**config.mk**
```make
export PLATFORM = sky130hd
export DESIGN_NAME = feature_bitmap_ctrl
export DESIGN_NICKNAME = d
export VERILOG_FILES = /design/src/rtl/feature_pkg.sv /design/src/rtl/feature_bitmap_ctrl.sv
export SDC_FILE = /design/constraint.sdc
export NUM_CORES = 1
export LEC_CHECK = 0
export BUFFER_PORTS_ARGS = -buffer_cell sky130_fd_sc_hd__buf_2
export CORE_MARGIN = 2
export CORE_UTILIZATION = 32
export DETAILED_ROUTE_END_ITERATION = 10
export PLACE_DENSITY = 0.56
export SLEW_MARGIN = 20
export SYNTH_ARGS = -nofsm -noshare
export SYNTH_HDL_FRONTEND = slang
export SYNTH_SLANG_ARGS = --single-unit
```
**constraint.sdc**
```tcl
create_clock -name clk -period 2.15 [get_ports clk]
set_clock_uncertainty 0.05 [all_clocks]
set_input_delay 0 -clock clk [delete_from_list [all_inputs] [get_ports clk]]
set_output_delay 0 -clock clk [all_outputs]
set_load 0.05 [all_outputs]
```
**src/rtl/feature_pkg.sv**
```systemverilog
// Shared types for the digit feature bitmap: grid geometry, controller states, bitmap word.
// Used by feature_bitmap_ctrl and the digit matcher.
package feature_pkg;

  localparam int unsigned BITMAP_DEPTH  = 32;
  localparam int unsigned BITMAP_ADDR_W = 5;
  localparam int unsigned BITMAP_CNT_W  = BITMAP_ADDR_W + 1;
  localparam int unsigned HIT_W         = BITMAP_ADDR_W + 1;

  typedef enum logic [2:0] {
    IDLE    = 3'd0,
    CLEAR   = 3'd1,
    CAPTURE = 3'd2,
    SCAN    = 3'd3,
    DONE    = 3'd4
  } bm_state_t;

  typedef logic [BITMAP_DEPTH-1:0] bitmap_t;

endpackage

```
**src/rtl/feature_bitmap_ctrl.sv**
```systemverilog
// Controller for the 32x1 dual-port feature bitmap RAM: clear sweep, cell-hit sets, bitmap readout.
// Optional popcount output hit_count when FEATURE_BITMAP_POPCOUNT_EN is defined.
module feature_bitmap_ctrl
  import feature_pkg::*;
(
  input  logic                     clk,
  input  logic                     reset,
  input  logic                     frame_start,
  input  logic                     set_valid,
  input  logic [BITMAP_ADDR_W-1:0] set_idx,
  output logic                     set_ready,
  input  logic                     scan_start,
  output bitmap_t                  bitmap,
  output logic                     bitmap_valid,
  output logic                     busy,
  output logic [BITMAP_ADDR_W-1:0] ram_ada,
  output logic                     ram_dina,
  output logic                     ram_wrea,
  output logic                     ram_cea,
  output logic [BITMAP_ADDR_W-1:0] ram_adb,
  output logic                     ram_ceb,
  input  logic                     ram_doutb,
  output logic                     ram_reset,
  output logic                     ram_oce
`ifdef FEATURE_BITMAP_POPCOUNT_EN
  ,
  output logic [HIT_W-1:0]         hit_count
`endif
);

  localparam int unsigned DEPTH  = BITMAP_DEPTH;
  localparam int unsigned ADDR_W = BITMAP_ADDR_W;
  localparam int unsigned CNT_W  = BITMAP_CNT_W;

  bm_state_t          state;
  logic [CNT_W-1:0]   counter;
  logic [ADDR_W-1:0]  cap_idx;

  assign ram_reset = reset;
  assign ram_oce   = 1'b1;

  // Bit returned this cycle belongs to the address sampled one edge earlier.
  assign cap_idx = ADDR_W'(counter - CNT_W'(1));

  // Control FSM with registered handshake/status outputs
  always_ff @(posedge clk or posedge reset) begin
    if (reset) begin
      state        <= IDLE;
      counter      <= '0;
      bitmap       <= '0;
      bitmap_valid <= 1'b0;
      set_ready    <= 1'b0;
      busy         <= 1'b0;
`ifdef FEATURE_BITMAP_POPCOUNT_EN
      hit_count    <= '0;
`endif
    end else begin
      bitmap_valid <= 1'b0;
      if (frame_start) begin
        state     <= CLEAR;
        counter   <= '0;
        set_ready <= 1'b0;
        busy      <= 1'b1;
      end else begin
        case (state)
          IDLE: ;
          CLEAR: begin
            if (counter == CNT_W'(DEPTH - 1)) begin
              state     <= CAPTURE;
              counter   <= '0;
              set_ready <= 1'b1;
              busy      <= 1'b0;
            end else begin
              counter <= counter + CNT_W'(1);
            end
          end
          CAPTURE, DONE: begin
            if (scan_start) begin
              state     <= SCAN;
              counter   <= '0;
              set_ready <= 1'b0;
              busy      <= 1'b1;
`ifdef FEATURE_BITMAP_POPCOUNT_EN
              hit_count <= '0;
`endif
            end
          end
          SCAN: begin
            counter <= counter + CNT_W'(1);
            if (counter != '0) begin
              bitmap[cap_idx] <= ram_doutb;
`ifdef FEATURE_BITMAP_POPCOUNT_EN
              if (ram_doutb) hit_count <= hit_count + HIT_W'(1);
`endif
            end
            // Tail cycle: last bit lands, readout complete
            if (counter == CNT_W'(DEPTH)) begin
              state        <= DONE;
              counter      <= '0;
              bitmap_valid <= 1'b1;
              busy         <= 1'b0;
            end
          end
          default: begin
            state     <= IDLE;
            counter   <= '0;
            set_ready <= 1'b0;
            busy      <= 1'b0;
          end
        endcase
      end
    end
  end

  // RAM port drive; CAPTURE writes follow set_valid in the same cycle so the hit lands at that edge
  always_comb begin
    ram_ada  = '0;
    ram_dina = 1'b0;
    ram_wrea = 1'b0;
    ram_cea  = 1'b0;
    ram_adb  = '0;
    ram_ceb  = 1'b0;
    case (state)
      CLEAR: begin
        ram_cea  = 1'b1;
        ram_wrea = 1'b1;
        ram_ada  = counter[ADDR_W-1:0];
      end
      CAPTURE: begin
        if (set_valid) begin
          ram_cea  = 1'b1;
          ram_wrea = 1'b1;
          ram_dina = 1'b1;
          ram_ada  = set_idx;
        end
      end
      SCAN: begin
        ram_ceb = 1'b1;
        ram_adb = counter[ADDR_W-1:0];
      end
      default: ;
    endcase
  end

endmodule

```
==> Yosys cells after proc, flatten, opt, wreduce, memory -nomap -nowiden <==
Index checks and enable logic that the tools add are counted.
{ "totals": {"regBits": 44, "inputBits": 11, "output_inout_bits": 51, "wordCells": 63} }
{ "op_classes": {"add_sub_neg": 2, "order_cmp": 2, "n_eq_ne": 11, "muxes": 32, "n_bitwise": 1, "n_reduce_logical": 9} }
{ "op_table": {"columns": ["operator", "count"], "rows": [
  ["$bwmux W32", 1],
  ["$mux W6", 4],
  ["$pmux W6 S4", 1],
  ["$mux W1", 14],
  ["$mux W3", 4],
  ["$pmux W3 S4", 1],
  ["$mux W5", 2],
  ["$pmux W5 S2", 1],
  ["$ne A3 B3 Y1 const B", 3],
  ["$add A6 B1 Y6 const B", 1],
  ["$eq A3 B2 Y1 const B", 2],
  ["$eq A6 B5 Y1 const B", 1],
  ["$eq A6 B6 Y1 const B", 1],
  ["$lt A5 B6 Y1 const B", 1],
  ["$reduce_and A3 Y1", 2],
  ["$reduce_bool A6 Y1", 1],
  ["$demux W1 S5", 1],
  ["$ge A5 B1 Y1 const B", 1],
  ["$sub A5 B1 Y5 const B", 1],
  ["$pmux W1 S4", 1],
  ["$reduce_and A4 Y1", 1],
  ["$reduce_or A2 Y1", 2],
  ["$eq A3 B1 Y1 const B", 1],
  ["$eq A3 B3 Y1 const B", 1],
  ["other kinds (8)", 8]
]} }

==> Depth between registers and ports, before layout <==
Gate-level depths: netlist of the first run.
{ "depth": {"depth_word": 6, "mapped_depth": 8, "mapped_depth_nobuf": 6} }

==> Worst setup path after synthesis of the first run <==
Ideal clock, no wire load.
{ "synth_timing": {"path_kind": "register to register", "start": "register counter[0]", "end": "register bitmap[0]", "setup_time_ps": 128, "arrival_time_ps": 2166, "t_required_ps": 1972, "setup_slack_ps": -194, "path_stages_with_launch": 9, "path_buffers": 2, "synth_period_minus_slack_ps": 2344, "path_cell_list": "dfrtp_1 clkbuf_1 inv_1 ha_1 or4b_1 buf_6 o211ai_4 nor2_1 mux2_1"} }
{ "synth_via": {"elab_chain_len": 6, "elab_cells_between_ends": 9, "cone_classes": "1 x add/sub; 2 x order compare; 3 x mux; 3 x reduce/logical"} }
{ "synth_lines": {"columns": ["element", "line_no", "text"], "rows": [
  ["start, declared", "feature_bitmap_ctrl.sv:36", "logic [CNT_W-1:0] counter;"],
  ["start signal, assigned", "feature_bitmap_ctrl.sv:74", "counter <= counter + CNT_W'(1);"],
  ["start signal, assigned", "feature_bitmap_ctrl.sv:89", "counter <= counter + CNT_W'(1);"],
  ["$sub A5 B1 Y5", "feature_bitmap_ctrl.sv:43", "assign cap_idx = ADDR_W'(counter - CNT_W'(1));"],
  ["$lt A5 B6 Y1 (implied by the code) / $ge A5 B1 Y1 (equally long branches)", "feature_bitmap_ctrl.sv:91", "bitmap[cap_idx] <= ram_doutb;"],
  ["$logic_and A1 B1 Y1 (implied by the code)", "feature_bitmap_ctrl.sv:91", null],
  ["$mux W1 (implied by the code)", "feature_bitmap_ctrl.sv:91", null],
  ["$demux W1 S5", "feature_bitmap_ctrl.sv:91", null],
  ["$bwmux W32", "feature_bitmap_ctrl.sv:91", null],
  ["end signal, assigned by index", "feature_bitmap_ctrl.sv:91", null],
  ["end, declared", "feature_bitmap_ctrl.sv:13", "output bitmap_t bitmap,"]
]} }
Parallel ways exist; a longest one is shown, timed or not.
A chain may end at the register's enable or synchronous reset.

==> Final worst setup path of the first run <==
{ "layout_timing": {"start": "register counter[1]", "end": "register bitmap[2]"} }
The elaborated chain is that of the path after synthesis.

==> results of run 1 <==
-- where the power goes --
group | internal (mW) | switching [mW]
clock network | 0.381 | 0.317
logic | 0.507 | 1.03
registers | 0.903 | 0.0492
-- cells in the mapped netlist (6+ instances only) --
| master | instances | area (µm²) |
|---|---|---|
| o211ai_1 | 25 | 188 |
| clkbuf_1 | 13 | 48.8 |
| ha_1 | 6 | 75.1 |
| nand3_1 | 11 | 55.1 |
| mux2_1 | 21 | 236 |
| nor2b_1 | 6 | 37.5 |
| nor2_1 | 18 | 67.6 |
| o21ai_0 | 8 | 40.0 |
| nor3_1 | 7 | 35.0 |
| nand2_1 | 21 | 78.8 |
| and2_1 | 7 | 43.8 |
| dfrtp_1 | 44 | 1100 |
| a21oi_1 | 6 | 30.0 |
-- critical path, cell delays in order, from the launching register on --
cell      delay (ps)
dfrtp_1          440
inv_4            100
ha_4             120
or4b_4           560
o211ai_4         260
nor2_1            80
mux2_1           320
-- cell families (layout without fill, tap and decap cells) --
group	after synthesis	count (layout)	share of synthesized area, %
muxes	24	24	9.94
and+or+nand+nor	98	98	19.8
xor gates and xnor gates	1	1	0.325
other	1	1	0.139
adders and majority gates	7	7	3.16
AOI/OAI and AO/OA	71	71	20.7
buffers and inverters	28	103	4.97
DFF	44	44	40.9
-- per-stage QoR --
step / power (mW) / cell area [µm²] / cells / hold slack [ps] / worst slack (ps)
finish: 3.19 / 3410 / 454 / 32.3 / 107
global route: 3.39 / 3410 / 454 / 63.3 / -3.15
CTS: 3.21 / 3410 / 454 / 26.0 / 85.4
detailed placement: 2.50 / 3270 / 444 / 21.9 / 105
global placement: 2.50 / 3270 / 444 / 16.2 / 83.1
floorplan: 2.17 / 2740 / 274 / 45.5 / -30.9
-- routing by layer --
metal | track usage, % | part of all wire (%)
met2 | 24.6 | 49
met1 | 22.0 | 47
met5 | 0 | 0
met3 | 2.98 | 2.9
met4 | 4.29 | 1.1
-- sequential cells by signal (all words and copies together), names as in the netlist --
register      count
bitmap           32
bitmap_valid      1
busy              1
counter           6
set_ready         1
state             3
-- worst paths after layout --
kind | to | slack, ps | cells past startpoint
max | bitmap[2] | 110 | 6
min | state[1] | 30 | 4
max reg2reg | bitmap[2] | 110 | 6
min reg2reg | bitmap[9] | 430 | 1
max in group asynchronous | bitmap[19] | 1300 | 4
min in group asynchronous | counter[1] | 230 | 3
-- final cells by class --
type                            instances  area, µm²  share of cell area [%]
Clock inverter                          2       38.8                    1.14
Inverter                                4       20.0                   0.587
Tap cell                              105        131                    3.85
Sequential cell                        44       1100                    32.3
Multi-Input combinational cell        202       1470                    43.2
Clock buffer                            6       82.6                    2.42
Timing Repair Buffer                   91        563                    16.5
-- timing repair --
item / CTS / global route
endpoints found under the setup margin: 0 / 1
hold endpoints to repair: 19 / 0
hold buffers: 2 / 0
==> impl_metrics.ini, run 1 <==
[run_status]
status = completed

[route]
drcViolationCount = 0
wl_um = 6790
wl_per_cell_um = 15.0
ant_nets = 0
first_pass_iters = 4
drtIter0Drc = 96
via_per_inst = 5.11
vias = 2318

[synthesis]
synthCells = 274
synth_edf_count = 0
ys.flop_type = dfrtp_1
ys_seq_area_share_pct = 40.9
syn_nets = 291
async_flop_share_pct = 100
netlist_area_mm2 = 0.00269
ys_seq_elements = 44
ys_warn_count = 0
synth.avg_cell_area_um2 = 9.83
synth.distinct_cells = 53

[layout]
antenna_cells = 0
layout.nets = 365
filler_cell_count = 819
drive_gt1_share_pct = 31.5
final_util_pct = 41.7
final_common_cell = buf_2
syn2layout_area_growth_pct = 26.7
final_cell_mix = 60 x buf_2, 44 x dfrtp_1, 27 x buf_4

[timing]
worst_pin_slew_ps = 736
max_slew_margin_pct = 50.6
fmax_ghz = 0.490
rsz0062_at_grt = true
period_share_pct = 95.0
setup_viol = 0
fin_setup_tns_ps = 0
maxSlewViolCount = 0
min_period_ps = 2040
hold_violations = 0

[clocking]
cts_tree = built
path_clk_slew_ps = 90
htree_levels = 2
clkSinkCount = 44
cts_made_buffers = 5
root_buffer = clkbuf_8
clock_path_buffers = 2
cts_setup_buffers = 0
clk_latency_ps = 310
cts_resized = 0

[placement]
io_buffers = 60
gp_congestion = 0.786
dp_hpwl_um = 5090

[floorplan]
core_area_mm2 = 0.00818
rows = 33
die_area_mm2 = 0.00916
io-pin-count = 62
die_h_um = 95.7
initial_core_util_pct = 32.9
die_w_um = 95.7

[critical_path]
crit_required_ps = 2290
r2r_start = counter[1]
cp-end-kind = flip-flop
crit_arrival_ps = 2190
crit_start = counter[1]
startpoint_type = flip-flop
setup.worst_path.class = reg -> reg
crit_fanout = 6

[grt]
grt.total_usage_pct = 15.6
grt-ovfl-total = 0
grt_pass1_wl_um = 11200
grt_pass1_vias = 2213
grt_antenna_before_repair = 0
grt_max_degree = 27

[flow_run]
cap_violations = 0

[pwr]
power_density_mw_per_mm2 = 936
vdd_ir_drop_max_mv = 0.466
leakagePower_nw = 1.64

[min_path]
min_path_type = in -> reg
worstHoldStart = scan_start
Power figures use the tool's default switching activity.
==> inputs of run 2 (changes only) <==
Settings changed: HOLD_SLACK_MARGIN from default to 0.08.
==> run 2 against run 1 <==
Sequential share of layout area down 0.094 points. Die area did not move. Sequential power hardly changed. Register-to-register slack about the same. Final cell count grew 0.22%. Power about the same. Final area grew 0.29%. Hold slack better by 160 ps. Maximum frequency about the same. Critical path type unchanged. Largest cell class unchanged.
==> impl_metrics.ini, run 2 (synthesized netlist as in run 1, its figures left out) <==
[timing]
worst_pin_slew_ps = 736
fmax_ghz = 0.490
maxSlewViolCount = 0
fin_setup_tns_ps = 0
min_period_ps = 2040
max_slew_margin_pct = 50.6
hold_ws_ps = 195
period_share_pct = 95.0
hold_violations = 0
setup_viol = 0
rsz0062_at_grt = true

[layout]
drive_gt1_share_pct = 31.4
final_util_pct = 41.8
top_regs = bitmap x32, counter x6, state x3
antenna_cells = 0
syn2layout_area_growth_pct = 27.0
final_common_cell = buf_2
layout.nets = 366
regMostFlops = bitmap
final_cell_mix = 60 x buf_2, 44 x dfrtp_1, 27 x buf_4
largest_register_ff_count = 32

[floorplan]
die_area_mm2 = 0.00916
initial_core_util_pct = 32.9
core_area_mm2 = 0.00818
die_w_um = 95.7
io-pin-count = 62
die_h_um = 95.7
rows = 33

[critical_path]
crit_required_ps = 2300
crit_arrival_ps = 2190
cp-end-kind = flip-flop
critPathBufInv = 1
slowest_stage = or4b_4
cp_top_family = simple AND/OR/NAND/NOR gates
crit_fanout = 6
critPathMaxStageDelay_ps = 560
critical_path.cell_chain = inv_4 > ha_4 > or4b_4 > o211ai_4 > nor2_1 > mux2_1
setup.worst_path.class = reg -> reg
startpoint_type = flip-flop

[placement]
io_buffers = 60
gp_congestion = 0.786
dp_hpwl_um = 5090

[min_path]
min_path_type = in -> reg

[route]
drcViolationCount = 0
vias = 2330
drtIter0Drc = 92
ant_nets = 0
wl_per_cell_um = 15.0
via_per_inst = 5.12
first_pass_iters = 4
wl_um = 6800

[grt]
grt_antenna_before_repair = 0
grt_pass1_wl_um = 11200
grt_pass1_vias = 2216
grt-ovfl-total = 0
grt.total_usage_pct = 15.6
grt_max_degree = 27

[clocking]
path_clk_slew_ps = 90
cts_tree = built
clock_path_buffers = 2
cts_setup_buffers = 0
clkSinkCount = 44
clk_latency_ps = 310
cts_resized = 0
cts_made_buffers = 5
root_buffer = clkbuf_8
htree_levels = 2

[pwr]
power_density_mw_per_mm2 = 934
swShare_pct = 43.9
seqPwrFrac_pct = 29.8
p_int_mw = 1.79
leakagePower_nw = 1.64
power_switching_mw = 1.40
combPwrFrac_pct = 48.3
pwr-share-clk_pct = 21.9
vdd_ir_drop_max_mv = 0.467
p_total_mw = 3.20

[flow_run]
cap_violations = 0

[run_status]
status = completed
run 2: power by group through the flow:
| stage | Combinational [mW] | Clock, mW | Sequential, mW |
|---|---|---|---|
| floorplan | 1.03 | 0 | 1.13 |
| global placement | 1.53 | 0 | 0.969 |
| detailed placement | 1.53 | 0 | 0.970 |
| CTS | 1.54 | 0.712 | 0.953 |
| global route | 1.67 | 0.752 | 0.964 |
| finish | 1.54 | 0.699 | 0.953 |
run 2: routing by layer:
layer / track usage [%] / routed length (µm) / share of wire, % / vias to the layer above
met3: 2.98 / 208 / 3.1 / 9
met2: 24.6 / 3290 / 48 / 45
met1: 22.0 / 3220 / 47 / 1119
li1: - / - / - / 1157
met5: 0 / 0 / 0 / -
met4: 4.29 / 78 / 1.1 / 0
run 2: path summary, 6_finish.rpt:
check / startpoint / to / slack, ps / cells after the start
min reg2reg: bitmap[9] / bitmap[9] / 430 / 1
min in group asynchronous: reset / counter[1] / 230 / 3
min: ram_doutb / bitmap[17] / 190 / 2
max: counter[1] / bitmap[2] / 110 / 6
max reg2reg: counter[1] / bitmap[2] / 110 / 6
max in group asynchronous: reset / bitmap[19] / 1300 / 4
run 2: worst register-to-register path: stages (launching register included):
cell,delay (ps)
dfrtp_1,440
inv_4,100
ha_4,130
or4b_4,560
o211ai_4,260
nor2_1,80
mux2_1,320
run 2: final cells by class:
cell class	instances	area, µm²
clock inverters	2	38.8
flip-flops and latches	44	1100
multi-input cells	202	1470
inverters	4	20.0
repair buffers	92	573
clock buffers	6	82.6
fillers	815	4750
well taps	105	131
run 2: per-stage QoR:
step	area (µm²)	setup WS (ps)	std cells
floorplan	2740	-30.9	274
global placement	3270	83.1	444
detailed placement	3270	105	444
CTS	3420	85.4	455
global route	3420	-3.15	455
finish	3420	108	455
run 2: repair_timing:
item,CTS,global route
hold buffers,3,0
endpoints found under the hold margin,19,0
setup endpoints to repair,0,1
